**src/rtl/data_path_pkg.sv**
```systemverilog
// -----------------------------------------------------------------------------
// cpuConfig: shared types and constants for the picoMIPS execution stage.
//   A_SIZE      - ALU function select width
//   aluFunc_t   - ALU operation encodings
//   io_reg_idx  - index of the memory-mapped I/O register for a given GPR
//                 address width (always the top register)
//   IO_REG      - I/O register index for the default 3-bit register address
//   mul_state_t - sequential multiplier states
// -----------------------------------------------------------------------------
package cpuConfig;

    localparam int A_SIZE     = 3;
    localparam int R_SIZE_DEF = 3;

    typedef enum logic [A_SIZE-1:0] {
        ADD  = 3'd0,
        SUB  = 3'd1,
        AND  = 3'd2,
        OR   = 3'd3,
        XOR  = 3'd4,
        MOVE = 3'd5,
        MULL = 3'd6,
        MULH = 3'd7
    } aluFunc_t;

    function automatic int io_reg_idx(input int r_size);
        return (1 << r_size) - 1;
    endfunction

    localparam int IO_REG = io_reg_idx(R_SIZE_DEF);

    typedef enum logic [1:0] {
        MUL_IDLE = 2'd0,
        MUL_BUSY = 2'd1,
        MUL_DONE = 2'd2
    } mul_state_t;

endpackage

```
**src/rtl/data_path_if.sv**
```systemverilog
// -----------------------------------------------------------------------------
// data_path_if: decoded control word from the control path plus the status
// returned to it.
//   master (control path): drives writeReg, aluFunc, aluImmediate, opD, opS,
//                          opT; receives stall, zeroFlag, negFlag
//   slave  (data path)   : the mirror image
// -----------------------------------------------------------------------------
interface data_path_if #(
    parameter int N      = 8,
    parameter int R_SIZE = 3
);
    import cpuConfig::*;

    logic              writeReg;
    aluFunc_t          aluFunc;
    logic              aluImmediate;
    logic [R_SIZE-1:0] opD;
    logic [R_SIZE-1:0] opS;
    logic [N-1:0]      opT;
    logic              stall;
    logic              zeroFlag;
    logic              negFlag;

    modport master (
        output writeReg, aluFunc, aluImmediate, opD, opS, opT,
        input  stall, zeroFlag, negFlag
    );

    modport slave (
        input  writeReg, aluFunc, aluImmediate, opD, opS, opT,
        output stall, zeroFlag, negFlag
    );

endinterface

```
**src/rtl/data_path_mul.sv**
```systemverilog
// -----------------------------------------------------------------------------
// seq_multiplier: signed N x N shift-add multiplier, one partial product per
// cycle, working on magnitudes with a final sign fix-up.
//   clk, rst_n  - clock, async active-low reset (aborts any operation)
//   start_i     - request; accepted only in IDLE, operands latched then
//   a_i, b_i    - signed operands
//   busy_o      - iterating
//   done_o      - product_o valid this cycle (single cycle)
//   product_o   - signed 2N-bit product
//
// state | meaning
// IDLE  | waiting for start_i
// BUSY  | adding partial products for bits 0..N-2
// DONE  | bit N-1 added combinationally, signed product presented
// -----------------------------------------------------------------------------
module seq_multiplier
    import cpuConfig::*;
#(
    parameter int N = 8
) (
    input  logic           clk,
    input  logic           rst_n,
    input  logic           start_i,
    input  logic [N-1:0]   a_i,
    input  logic [N-1:0]   b_i,
    output logic           busy_o,
    output logic           done_o,
    output logic [2*N-1:0] product_o
);

    localparam int CW = $clog2(N);
    localparam logic [CW-1:0] CNT_LAST = CW'(N - 1);

    mul_state_t     state_q, state_d;
    logic [N-1:0]   a_mag_q, a_mag_d;
    logic [N-1:0]   b_mag_q, b_mag_d;
    logic           sign_q, sign_d;
    logic [2*N-1:0] acc_q, acc_d;
    logic [CW-1:0]  cnt_q, cnt_d;

    logic [2*N-1:0] a_ext;
    logic [2*N-1:0] partial;
    logic [2*N-1:0] mag_sum;

    always_ff @(posedge clk or negedge rst_n) begin
        if (!rst_n) begin
            state_q <= MUL_IDLE;
            a_mag_q <= '0;
            b_mag_q <= '0;
            sign_q  <= 1'b0;
            acc_q   <= '0;
            cnt_q   <= '0;
        end else begin
            state_q <= state_d;
            a_mag_q <= a_mag_d;
            b_mag_q <= b_mag_d;
            sign_q  <= sign_d;
            acc_q   <= acc_d;
            cnt_q   <= cnt_d;
        end
    end

    always_comb begin
        a_ext   = {{N{1'b0}}, a_mag_q};
        partial = b_mag_q[cnt_q] ? (a_ext << cnt_q) : '0;
        mag_sum = acc_q + partial;

        state_d = state_q;
        a_mag_d = a_mag_q;
        b_mag_d = b_mag_q;
        sign_d  = sign_q;
        acc_d   = acc_q;
        cnt_d   = cnt_q;

        case (state_q)
            MUL_IDLE: begin
                if (start_i) begin
                    state_d = MUL_BUSY;
                    // -(-2^(N-1)) as an unsigned N-bit value is the correct magnitude
                    a_mag_d = a_i[N-1] ? -a_i : a_i;
                    b_mag_d = b_i[N-1] ? -b_i : b_i;
                    sign_d  = a_i[N-1] ^ b_i[N-1];
                    acc_d   = '0;
                    cnt_d   = '0;
                end
            end
            MUL_BUSY: begin
                acc_d = mag_sum;
                cnt_d = cnt_q + 1'b1;
                // last bit is folded in combinationally during DONE
                if (cnt_d == CNT_LAST) begin
                    state_d = MUL_DONE;
                end
            end
            MUL_DONE: begin
                state_d = MUL_IDLE;
            end
            default: begin
                state_d = MUL_IDLE;
            end
        endcase

        busy_o    = (state_q == MUL_BUSY);
        done_o    = (state_q == MUL_DONE);
        product_o = sign_q ? -mag_sum : mag_sum;
    end

endmodule

```
**src/rtl/data_path.sv**
```systemverilog
// -----------------------------------------------------------------------------
// data_path: picoMIPS execution stage - GPR file, ALU, status flags,
// sequential multiplier and memory-mapped switch/LED register (top GPR).
//   clk, nRst   - clock, async active-low reset
//   ctrl        - data_path_if.slave: control word in, stall/flags out
//   switchesIn  - asynchronous board switches (2-flop synchronised)
//   ledsOut     - registered LED port, loaded by writes to the I/O register
// -----------------------------------------------------------------------------
module data_path
    import cpuConfig::*;
#(
    parameter int N      = 8,
    parameter int R_SIZE = 3
) (
    input  logic         clk,
    input  logic         nRst,
    data_path_if.slave   ctrl,
    input  logic [N-1:0] switchesIn,
    output logic [N-1:0] ledsOut
);

    localparam int NREG = 1 << R_SIZE;
    localparam logic [R_SIZE-1:0] IO_IDX = R_SIZE'(io_reg_idx(R_SIZE));

    logic [N-1:0]      gpr_q [NREG];
    logic [N-1:0]      sync1_q, sync2_q;
    logic [N-1:0]      leds_q, leds_d;
    logic              zero_q, zero_d;
    logic              neg_q, neg_d;

    logic [R_SIZE-1:0] b_addr;
    logic [N-1:0]      op_a, reg_b, op_b;
    logic [N-1:0]      result;
    logic              is_mul, mul_start, mul_busy, mul_done;
    logic [2*N-1:0]    product;
    logic              stall, commit;

    seq_multiplier #(.N(N)) u_mul (
        .clk       (clk),
        .rst_n     (nRst),
        .start_i   (mul_start),
        .a_i       (op_a),
        .b_i       (op_b),
        .busy_o    (mul_busy),
        .done_o    (mul_done),
        .product_o (product)
    );

    always_comb begin
        b_addr = ctrl.opT[R_SIZE-1:0];

        if (ctrl.opS == '0)          op_a = '0;
        else if (ctrl.opS == IO_IDX) op_a = sync2_q;
        else                         op_a = gpr_q[ctrl.opS];

        if (b_addr == '0)          reg_b = '0;
        else if (b_addr == IO_IDX) reg_b = sync2_q;
        else                       reg_b = gpr_q[b_addr];

        op_b = ctrl.aluImmediate ? ctrl.opT : reg_b;

        is_mul    = (ctrl.aluFunc == MULL) || (ctrl.aluFunc == MULH);
        mul_start = ctrl.writeReg && is_mul;
        // gated by nRst so a held multiply cannot re-raise stall during reset
        stall     = nRst && ((mul_start && !mul_busy && !mul_done) || mul_busy);
        commit    = ctrl.writeReg && !stall;

        case (ctrl.aluFunc)
            ADD:     result = op_a + op_b;
            SUB:     result = op_a - op_b;
            AND:     result = op_a & op_b;
            OR:      result = op_a | op_b;
            XOR:     result = op_a ^ op_b;
            MOVE:    result = op_b;
            MULL:    result = product[N-1:0];
            MULH:    result = product[2*N-1:N];
            default: result = op_b;
        endcase

        leds_d = leds_q;
        zero_d = zero_q;
        neg_d  = neg_q;
        if (commit) begin
            zero_d = (result == '0);
            neg_d  = result[N-1];
            if (ctrl.opD == IO_IDX) begin
                leds_d = result;
            end
        end
    end

    always_ff @(posedge clk or negedge nRst) begin
        if (!nRst) begin
            for (int i = 0; i < NREG; i++) begin
                gpr_q[i] <= '0;
            end
        end else if (commit && (ctrl.opD != '0) && (ctrl.opD != IO_IDX)) begin
            gpr_q[ctrl.opD] <= result;
        end
    end

    always_ff @(posedge clk or negedge nRst) begin
        if (!nRst) begin
            sync1_q <= '0;
            sync2_q <= '0;
            leds_q  <= '0;
            zero_q  <= 1'b0;
            neg_q   <= 1'b0;
        end else begin
            sync1_q <= switchesIn;
            sync2_q <= sync1_q;
            leds_q  <= leds_d;
            zero_q  <= zero_d;
            neg_q   <= neg_d;
        end
    end

    assign ctrl.stall    = stall;
    assign ctrl.zeroFlag = zero_q;
    assign ctrl.negFlag  = neg_q;
    assign ledsOut       = leds_q;

endmodule

```
**src/flat_wrapper.sv**
```systemverilog
// flat-port wrapper written by rule: the top's interface ports become plain ports
module data_path_flat import cpuConfig::*;
#(
    parameter int N      = 8,
    parameter int R_SIZE = 3
)
  (clk, nRst, switchesIn, ledsOut, ctrl_writeReg, ctrl_aluFunc, ctrl_aluImmediate, ctrl_opD, ctrl_opS, ctrl_opT, ctrl_stall, ctrl_zeroFlag, ctrl_negFlag);
  data_path_if #(.N(N), .R_SIZE(R_SIZE)) ctrl_i ();
  input  logic clk;
  input  logic nRst;
  input  logic [N-1:0] switchesIn;
  output logic [N-1:0] ledsOut;
  input wire logic [$bits(ctrl_i.writeReg)-1:0] ctrl_writeReg;
  input wire logic [$bits(ctrl_i.aluFunc)-1:0] ctrl_aluFunc;
  input wire logic [$bits(ctrl_i.aluImmediate)-1:0] ctrl_aluImmediate;
  input wire logic [$bits(ctrl_i.opD)-1:0] ctrl_opD;
  input wire logic [$bits(ctrl_i.opS)-1:0] ctrl_opS;
  input wire logic [$bits(ctrl_i.opT)-1:0] ctrl_opT;
  output wire logic [$bits(ctrl_i.stall)-1:0] ctrl_stall;
  output wire logic [$bits(ctrl_i.zeroFlag)-1:0] ctrl_zeroFlag;
  output wire logic [$bits(ctrl_i.negFlag)-1:0] ctrl_negFlag;
  assign ctrl_i.writeReg = ctrl_writeReg;
  assign ctrl_i.aluFunc = ctrl_aluFunc;
  assign ctrl_i.aluImmediate = ctrl_aluImmediate;
  assign ctrl_i.opD = ctrl_opD;
  assign ctrl_i.opS = ctrl_opS;
  assign ctrl_i.opT = ctrl_opT;
  assign ctrl_stall = ctrl_i.stall;
  assign ctrl_zeroFlag = ctrl_i.zeroFlag;
  assign ctrl_negFlag = ctrl_i.negFlag;
  data_path #(.N(N), .R_SIZE(R_SIZE)) u_core (.clk(clk), .nRst(nRst), .ctrl(ctrl_i), .switchesIn(switchesIn), .ledsOut(ledsOut));
endmodule
```
**config.mk**
```make
export PLATFORM = sky130hd
export DESIGN_NAME = data_path_flat
export DESIGN_NICKNAME = d
export VERILOG_FILES = /design/src/rtl/data_path_pkg.sv /design/src/rtl/data_path_if.sv /design/src/rtl/data_path_mul.sv /design/src/rtl/data_path.sv /design/src/flat_wrapper.sv
export SDC_FILE = /design/constraint.sdc
export NUM_CORES = 1
export LEC_CHECK = 0
export BUFFER_PORTS_ARGS = -buffer_cell sky130_fd_sc_hd__buf_2
export CAP_MARGIN = 30
export CORE_UTILIZATION = 25
export CTS_CLUSTER_DIAMETER = 150
export DETAILED_ROUTE_END_ITERATION = 8
export HOLD_SLACK_MARGIN = 0.03
export SYNTH_ARGS = -nofsm -noshare
export SYNTH_HDL_FRONTEND = slang
export SYNTH_HIERARCHICAL = 1
export SYNTH_SLANG_ARGS = --single-unit
```
**constraint.sdc**
```tcl
create_clock -name clk -period 5.8 [get_ports clk]
set_clock_uncertainty 0.05 [all_clocks]
set_input_delay 0.58 -clock clk [delete_from_list [all_inputs] [get_ports clk]]
set_output_delay 0.58 -clock clk [all_outputs]
set_load 0.01 [all_outputs]
```
# [Word-level counts from Yosys, hierarchy flattened]
# Index checks and enable logic that the tools add are counted.
[classes] div=0 mux=28 n_addsub=7 n_lt_le_gt_ge=5 bitwise_logic=7 multipliers=0 shifts=1 reduce_logical=24 eq_ne=16
[op_table] op="$mux W8" n=12
[op_table] op="$bwmux W64" n=1
[op_table] op="$pmux W8 S8" n=1
[op_table] op="$bmux W8 S3" n=2
[op_table] op="$mux W16" n=3
[op_table] op="$pmux W16 S2" n=1
[op_table] op="$demux W8 S3" n=1
[op_table] op="$eq A3 B3 Y1 const B" n=8
[op_table] op="$add A16 B16 Y16" n=1
[op_table] op="$neg A16 Y16" n=1
[op_table] op="$neg A8 Y8" n=2
[op_table] op="$shl A8 B3 Y16" n=1
[op_table] op="$ge A4 B4 Y1 const B" n=3
[op_table] op="$not A3 Y4" n=3
[op_table] op="$logic_not A3 Y1" n=3
[op_table] op="$add A8 B8 Y8" n=1
[op_table] op="$and A8 B8 Y8" n=1
[op_table] op="$logic_and A1 B1 Y1" n=8
[op_table] op="$logic_not A8 Y1" n=1
[op_table] op="$or A8 B8 Y8" n=1
[op_table] op="$reduce_and A2 Y1" n=4
[op_table] op="$sub A8 B8 Y8" n=1
[op_table] op="$xor A8 B8 Y8" n=1
[op_table] op="$eq A3 B2 Y1 const B" n=2
[op_table] op="21 further kinds" n=25
[word_totals] latchBits=0 rom_bits=0 ramBits=0 ff_bits=128 mem_count=0

# [Logic depth before layout (Yosys ltp)]
# Gate-level depths: netlist of run 1.
[logic_depth] word_depth=11 depth_mapped=23 depth_no_buf=21

# [Modules after synthesis]
# Netlist of run 1, hierarchy kept.
[by_module_without_submodules] mod="data_path" area_per_inst_um2=5268.8 instances=1 cells_per_inst=472
[by_module_without_submodules] mod="seq_multiplier" area_per_inst_um2=3301.9 instances=1 cells_per_inst=394

# [Least setup slack after synthesis of run 1]
# OpenSTA, ideal clock, no wires.
[synth_timing] path_kind="reg2reg" start="register u_core.u_mul.cnt_q[0]" end="register u_core.zero_q, in the netlist u_core/ctrl.zeroFlag" required_ns=5.658 path_stages_with_launch=23 setup_ns=0.092 setup_slack_ns=0.059 period_less_slack_ns=5.741 t_arrival_ns=5.598 path_cell_list="dfrtp_1 > clkbuf_1 > mux4_2 > nand2_1 > and2_1 > clkbuf_1 > a211oi_1 > ha_1 > clkbuf_1 > a21o_1 > a211oi_1 > a211oi_1 > xor2_1 > or4_1 > o21ai_1 > xnor2_1 > mux2_2 > a221o_1 > a21oi_2 > a31oi_2 > or4_1 > or4_1 > o31ai_2"
[synth_via] elab_chain_cells=8 elab_cells_between_ends=9
[synth_rtl] element="start: declaration" line="data_path_mul.sv:39" rtl="logic [CW-1:0] cnt_q, cnt_d;"
[synth_rtl] element="start signal: assignment" line="data_path_mul.sv:59" rtl="cnt_q <= cnt_d;"
[synth_rtl] element="$bmux W1 S3" line="data_path_mul.sv:65" rtl="partial = b_mag_q[cnt_q] ? (a_ext << cnt_q) : '0;"
[synth_rtl] element="$mux W1 (not written as such)" line="data_path_mul.sv:65"
[synth_rtl] element="$mux W16 (*)" line="data_path_mul.sv:65"
[synth_rtl] element="$add A16 B16 Y16 (*)" line="data_path_mul.sv:66" rtl="mag_sum = acc_q + partial;"
[synth_rtl] element="$neg A16 Y16" line="data_path_mul.sv:105" rtl="product_o = sign_q ? -mag_sum : mag_sum;"
[synth_rtl] element="$mux W16 (*)" line="data_path_mul.sv:105"
[synth_rtl] element="via u_core.product[10]" line="data_path.sv:35" rtl="logic [2*N-1:0] product;"
[synth_rtl] element="$pmux W8 S8 (*)" line="data_path.sv:68" rtl="case (ctrl.aluFunc)"
[synth_rtl] element="$logic_not A8 Y1 (*)" line="data_path.sv:84" rtl="zero_d = (result == '0);"
[synth_rtl] element="end signal: assignment" line="data_path.sv:113" rtl="zero_q <= zero_d;"
[synth_rtl] element="end: declaration" line="data_path.sv:28" rtl="logic zero_q, zero_d;"
# The timed path passes the listed nets; every way through them passes the cells marked *. The select of a mux whose other input is x is not followed.
# A chain may end at the register's enable or synchronous reset.

# [Final worst setup path of run 1]
# Ends and elaborated chain as after synthesis.

==> impl_metrics.toml, run 1 <==
[finish]
nets = 967
syn2layout_area_growth_pct = 15.1
drive_gt1_frac = 0.240
final_util = 0.294
final_area_um2 = 9870

[floorplan]
coreArea_um2 = 33600
die_w_um = 187
io_pins = 40
rows = 67
die-height_um = 187
die_area_um2 = 35000
start_util = 0.255

[critical_path]
critical_path.max_stage_delay_ns = 0.57
arrival_ns = 5.78
worstSetupEndpointType = "register"
cpMaxStageDelayCell = "or4_1"
cp_cell_sequence = "mux4_2, nand2_1, and2_2, a211oi_1, ha_2, a21o_1, a211oi_2, a211oi_2, xor2_1, or4_1, o21ai_1, xnor2_1, mux2_2, a221o_1, a21oi_2, a31oi_2, or4_1, or4_1, o31ai_2"
cp_max_fo = 8
path_common_cell = "or4_1"
path_class = "register to register"
worst_ep_required_time_ns = 6.08
cp-start-kind = "register"

[yosys]
yosysMostFrequentCell = "dfrtp_1"
syn_area_um2 = 8570
syn_nets = 941
synth_top_area_share = 0.345
synth_compound_area_frac = 0.186
ys.flop_type = "dfrtp_1"
synth_area_leaders = "dfrtp_1, mux2_2, ha_1"
yosysWarnings = 6
syn-mean-instance-area_um2 = 9.90
yosys.area.top_type = "dfrtp_1"
ys_async_sr_fraction = 1.00
synth_fa_ha_area_frac = 0.0689
synth-edff-count = 0
synth_top_family_by_area = "compound AO/OA/AOI/OAI gates"
synth_xor_area_frac = 0.0460
synthCells = 866
netlist_top_cells_count = "dfrtp_1, nor2_1, mux2_2, nand2_1, a21oi_1"
synthSimpleGateAreaFrac = 0.133
ys_seq_elements = 118
synthDistinctLibCells = 89
seq_area_frac_synth = 0.345
synthMuxAreaShare = 0.171

[route]
via_count = 6822
dr.pass1.iters = 5
drcViolationCount = 0
routed_wl_mm = 23.8
wl_per_cell_um = 17.6
drt_iter0_drc = 664
vias_per_cell = 5.03
ant_nets = 0

[clock_network]
cts_buffers = 17
cts.reportedPaths.clkPinSlew_ns = 0.06
clockRootBuffer = "clkbuf_16"
cts.path.max_buffers = 2
cts.htree.levels = 4
cts.sinks = 118
cts_tree = "built"
insertion_delay_ns = 0.42

[outcome]
status = "complete, no violations"

[sta]
worst_pin_slew_ns = 0.938
finalSetupTns_ns = 0
slew_viol_final = 0
rsz0062_at_grt = "false"
slew_headroom = 0.374
holdWs_ns = 0.200
period_minus_slack_ns = 5.50
period_share = 0.949
hold_viol = 0
setup_viol = 0
fmax_ghz = 0.182

[pwr]
leakage_nw = 4.22
p_per_area_nw_per_um2 = 614
peakVddDrop_v = 0.000258

[global_routing]
track_usage = 0.137
overflow = 0
grt_antenna_before_repair = 1
grt_max_degree = 62
grt_pass1_vias = 6713
grt_pass1_wl_mm = 38.1

[placed_design]
place_area_um2 = 9200
finalWeightedCongestion = 0.900
port_buffers = 39
dp_hpwl_mm = 17.5

[worst_hold_path]
hp-class = "input port to async pin"

[job]
maxCapViolations = 0
==> report_power, final <==
group          switching, W  internal [W]
Clock              0.000452      0.000653
Combinational       0.00198       0.00154
Sequential         0.000281       0.00115
==> metrics by stage <==
| stage | setup slack [ns] | instances | total power, W |
|---|---|---|---|
| final | 0.296 | 1355 | 0.00606 |
| after floorplan | 0.0592 | 866 | 0.00391 |
| after global placement | 0.256 | 1320 | 0.00478 |
| after detailed placement | 0.132 | 1320 | 0.00482 |
| after global routing | 0.0124 | 1353 | 0.00651 |
| after CTS | 0.0990 | 1352 | 0.00596 |
==> cell usage in the layout, fill, tap and decap left out, drive strengths merged, types with 4 or more instances in the layout <==
cell type	instances
o31ai	6
a2111oi	7
dfrtp	118
a31oi	6
a211oi	13
nand2	62
nand3	13
buf	57
mux2i	34
nor3b	4
a221oi	7
a21o	7
and2b	4
and2	7
xor2	12
a221o	13
clkbuf	17
nand2b	7
mux4	13
inv	53
o21ai	48
nor2b	16
o41ai	4
a21oi	53
o211ai	7
nand3b	7
o21a	4
a22o	12
nor3	13
xnor2	33
or3	10
and3	6
mux2	72
nor2	69
ha	44
==> routing by layer <==
layer | wire length (µm) | track usage | up-vias
met5 | 0 | 0 | -
met2 | 11000 | 0.216 | 223
met3 | 1370 | 0.0255 | 37
met4 | 511 | 0.0438 | 0
li1 | - | - | 3217
met1 | 11000 | 0.190 | 3345
==> worst paths after layout <==
path,startpoint,to,slack (ns),cells after the start
setup / recovery,u_core/u_mul/cnt_q[0],u_core/ctrl.zeroFlag,0.30,19
hold / removal,nRst,u_core/gpr_q[41],0.20,1
setup reg to reg,u_core/u_mul/cnt_q[0],u_core/ctrl.zeroFlag,0.30,19
hold reg to reg,u_core/sync1_q[4],u_core/sync2_q[4],0.30,0
max in group asynchronous,nRst,u_core/u_mul/cnt_q[0],4.15,2
min in group clk,switchesIn[4],u_core/sync1_q[4],0.21,1
==> timing repair <==
action,CTS,global route
hold buffers,0,0
buffers inserted,0,1
endpoints found under the setup margin,0,12
resized for setup,0,13
==> flip-flops by register name, summed over array words and instances (netlist names) <==
register and flops:
u_core/u_mul/cnt_q 3, u_core/u_mul/b_mag_q 8, u_core/gpr_q 54, u_core/sync2_q 8
u_core/ctrl.zeroFlag 1, u_core/u_mul/a_mag_q 8, u_core/u_mul/state_q 2, u_core/sync1_q 8
u_core/u_mul/acc_q 16, u_core/u_mul/sign_q 1, u_core/ledsOut 8, u_core/ctrl.negFlag 1
==> worst max-delay path, delay by kind of cell (launching register included) <==
| kind | cells | cell delay [ns] |
|---|---|---|
| AO/OA/AOI/OAI | 9 | 1.67 |
| adder cells (fa/ha/maj) | 1 | 0.38 |
| multiplexers | 2 | 0.64 |
| XOR/XNOR | 2 | 0.29 |
| AND/OR/NAND/NOR | 5 | 1.95 |
| flip-flops | 1 | 0.45 |
==> area by class of cell <==
| class | instances | area, µm² |
|---|---|---|
| clock buffer | 17 | 425 |
| sequential | 118 | 2960 |
| timing repair buffer | 57 | 345 |
| inverter | 43 | 161 |
| tap | 448 | 561 |
| fill | 3472 | 23700 |
| antenna | 2 | 5.00 |
| clock inverter | 15 | 180 |
| multi-input combinational | 655 | 5230 |
==> cell families after synthesis <==
group | after synthesis
adders and majority gates | 46
muxes | 119
DFF | 118
and+or+nand+nor | 231
AOI/OAI and AO/OA | 214
xor gates and xnor gates | 45
buffers and inverters | 93
Power figures use the tool's default switching activity.
==> run 2, diff against run 1 <==
--- a/config.mk
+++ b/config.mk
@@ -11,7 +11,7 @@
 export CTS_CLUSTER_DIAMETER = 150
 export DETAILED_ROUTE_END_ITERATION = 8
 export HOLD_SLACK_MARGIN = 0.03
+export REMOVE_ABC_BUFFERS = 1
 export SYNTH_ARGS = -nofsm -noshare
 export SYNTH_HDL_FRONTEND = slang
-export SYNTH_HIERARCHICAL = 1
 export SYNTH_SLANG_ARGS = --single-unit
==> run 2 against run 1 <==
Net effect:
- cell area shrank 3.9%
- worst setup slack gained 0.36 ns
- cell count shrank 1.3%
- non-clock buffer count grew 3
- flip-flop and latch count shrank 5
- register-to-register slack gained 0.36 ns
- routed wire length shrank 3.6%
==> impl_metrics.toml, run 2 <==
[outcome]
status = "complete, no violations"

[critical_path]
reg2reg_depth = 14
cp-start-kind = "register"
arrival_ns = 5.42
reg2reg_to = "u_core.ctrl.zeroFlag"
endpoint = "u_core.ctrl.zeroFlag"
reg2reg_from = "u_core.u_mul.cnt_q[0]"
cp_max_fo = 16
worst_ep_required_time_ns = 6.08
startpoint = "u_core.u_mul.cnt_q[0]"
worstSetupEndpointType = "register"
path_class = "register to register"
r2r_slack_ns = 0.66

[yosys]
yosysMostFrequentCell = "dfrtp_1"
yosys.area.top_type = "dfrtp_1"
synth_area_leaders = "dfrtp_1, mux2_2, ha_1"
yosysWarnings = 0
ys_async_sr_fraction = 1.00
synth-edff-count = 0
seq_area_frac_synth = 0.348
syn_area_um2 = 8120
synthCells = 853
ys_seq_elements = 113
netlist_top_cells_count = "dfrtp_1, nand2_1, mux2_2, nor2_1, o21ai_0"
ys.flop_type = "dfrtp_1"
syn-mean-instance-area_um2 = 9.52
synth_top_area_share = 0.348
synthDistinctLibCells = 80

[global_routing]
grt_pass1_vias = 6451
busiest_layer = "met2"
grt_antenna_before_repair = 0
grtUsageMet3 = 0.0249
gr-usage-met2 = 0.225
overflow = 0
grt_pass1_wl_mm = 36.8
track_usage = 0.141
use_met1 = 0.194
grt_max_degree = 77

[sta]
worst_pin_slew_ns = 1.04
holdWs_ns = 0.0904
slew_viol_final = 0
hold_viol = 0
period_minus_slack_ns = 5.14
fmax_ghz = 0.194
rsz0062_at_grt = "false"
slew_headroom = 0.296
setup_slack_ns = 0.657
finalSetupTns_ns = 0
setup_viol = 0
period_share = 0.887

[clock_network]
cts.reportedPaths.clkPinSlew_ns = 0.06
postCtsSetupBuffers = 0
cts_hold_buf = 0
cts_resized = 0
clockRootBuffer = "clkbuf_16"
cts.sinks = 113
cts.path.max_buffers = 2
cts_buffers = 17
cts_tree = "built"
cts.htree.levels = 4
insertion_delay_ns = 0.42

[placed_design]
dp_hpwl_mm = 17.0
port_buffers = 39
pre_cts_slack_ns = 0.458
place_area_um2 = 8850
dpl.cell_count = 1305
finalWeightedCongestion = 0.917

[route]
drt_iter0_drc = 439
wl_per_cell_um = 17.2
vias_per_cell = 5.04
drcViolationCount = 0
ant_nets = 0
dr.pass1.iters = 5
via_count = 6750
routed_wl_mm = 23.0

[floorplan]
io_pins = 40
start_util = 0.255
coreArea_um2 = 31800
die_w_um = 182
rows = 65
die_area_um2 = 33200
die-height_um = 182

[finish]
stdcell_count = 1338
diodes = 0
syn2layout_area_growth_pct = 16.8
largestRegisters = "u_core.gpr_q: 49 flops, u_core.u_mul.acc_q: 16 flops"
largest_register_ffs = 49
nets = 965
final_common_cell = "dfrtp_1"
final_area_um2 = 9490
final_cell_mix = "dfrtp_1, nand2_1, mux2_2, nor2_1, o21ai_0"
top_register = "u_core.gpr_q"
drive_gt1_frac = 0.239

[job]
maxCapViolations = 0

[pwr]
p_per_area_nw_per_um2 = 526
leakage_nw = 4.09
peakVddDrop_v = 0.000274

[worst_hold_path]
hp-class = "input port to async pin"
[run 2: per-layer routing]
layer  routed length [µm]  part of all wire  vias up
met1                10800              0.47     3332
met2                10700              0.46      193
met3                 1100             0.048       31
met5                    0                 0        -
li1                     -                 -     3194
met4                  436             0.019        0
[run 2: worst min path at each step]
stage	from	end	slack, ns
2_1_floorplan	nRst	u_core.ctrl.negFlag	0.23
3_3_place_gp	u_core.sync1_q[0]	u_core.sync2_q[0]	0.28
3_5_place_dp	u_core.sync1_q[2]	u_core.sync2_q[2]	0.28
4_1_cts	nRst	u_core.u_mul.acc_q[11]	0.12
5_1_grt	nRst	u_core.u_mul.acc_q[11]	0.12
6_report	nRst	u_core.u_mul.acc_q[11]	0.09
[run 2: stage by stage]
stage,utilization,power [W]
5_1_grt,0.298,0.00533
6_report,0.298,0.00499
2_1_floorplan,-,0.00311
3_5_place_dp,0.278,0.00386
4_1_cts,0.297,0.00498
3_3_place_gp,0.277,0.00380
[run 2: cell type report]
type / count / area, µm²
clock inverter: 14 / 169
multi-input combinational: 660 / 4970
inverter: 38 / 143
sequential: 113 / 2830
timing repair buffer: 60 / 395
tap: 435 / 544
clock buffer: 18 / 439
fill: 3325 / 22300
[run 2: worst max-delay path, stage by stage, from the launching register on]
cell and delay [ns]:
dfrtp_1 0.72, mux4_2 0.60, nand2_1 0.18, and2_1 0.27
a211oi_1 0.12, ha_1 0.46, a21o_1 0.27, and3_2 0.22
nor4_1 0.52, o2111ai_2 0.24, nor3_2 0.20, o21ai_0 0.13
or3_1 0.45, or3_1 0.44, o31ai_2 0.18
[run 2: power breakdown]
part | switching [W] | internal, W
registers | 0.000269 | 0.00110
logic | 0.00145 | 0.00108
clock network | 0.000428 | 0.000659
[run 2: logic make-up (layout without fill, tap and decap cells)]
| family | Yosys count | count (layout) | share of synthesized area |
|---|---|---|---|
| buf+inv | 80 | 130 | 0.0407 |
| xor+xnor | 38 | 38 | 0.0419 |
| mux | 97 | 97 | 0.157 |
| simple gates | 265 | 265 | 0.160 |
| compound gates | 214 | 214 | 0.180 |
| fa+ha+maj | 46 | 46 | 0.0727 |
| flops | 113 | 113 | 0.348 |
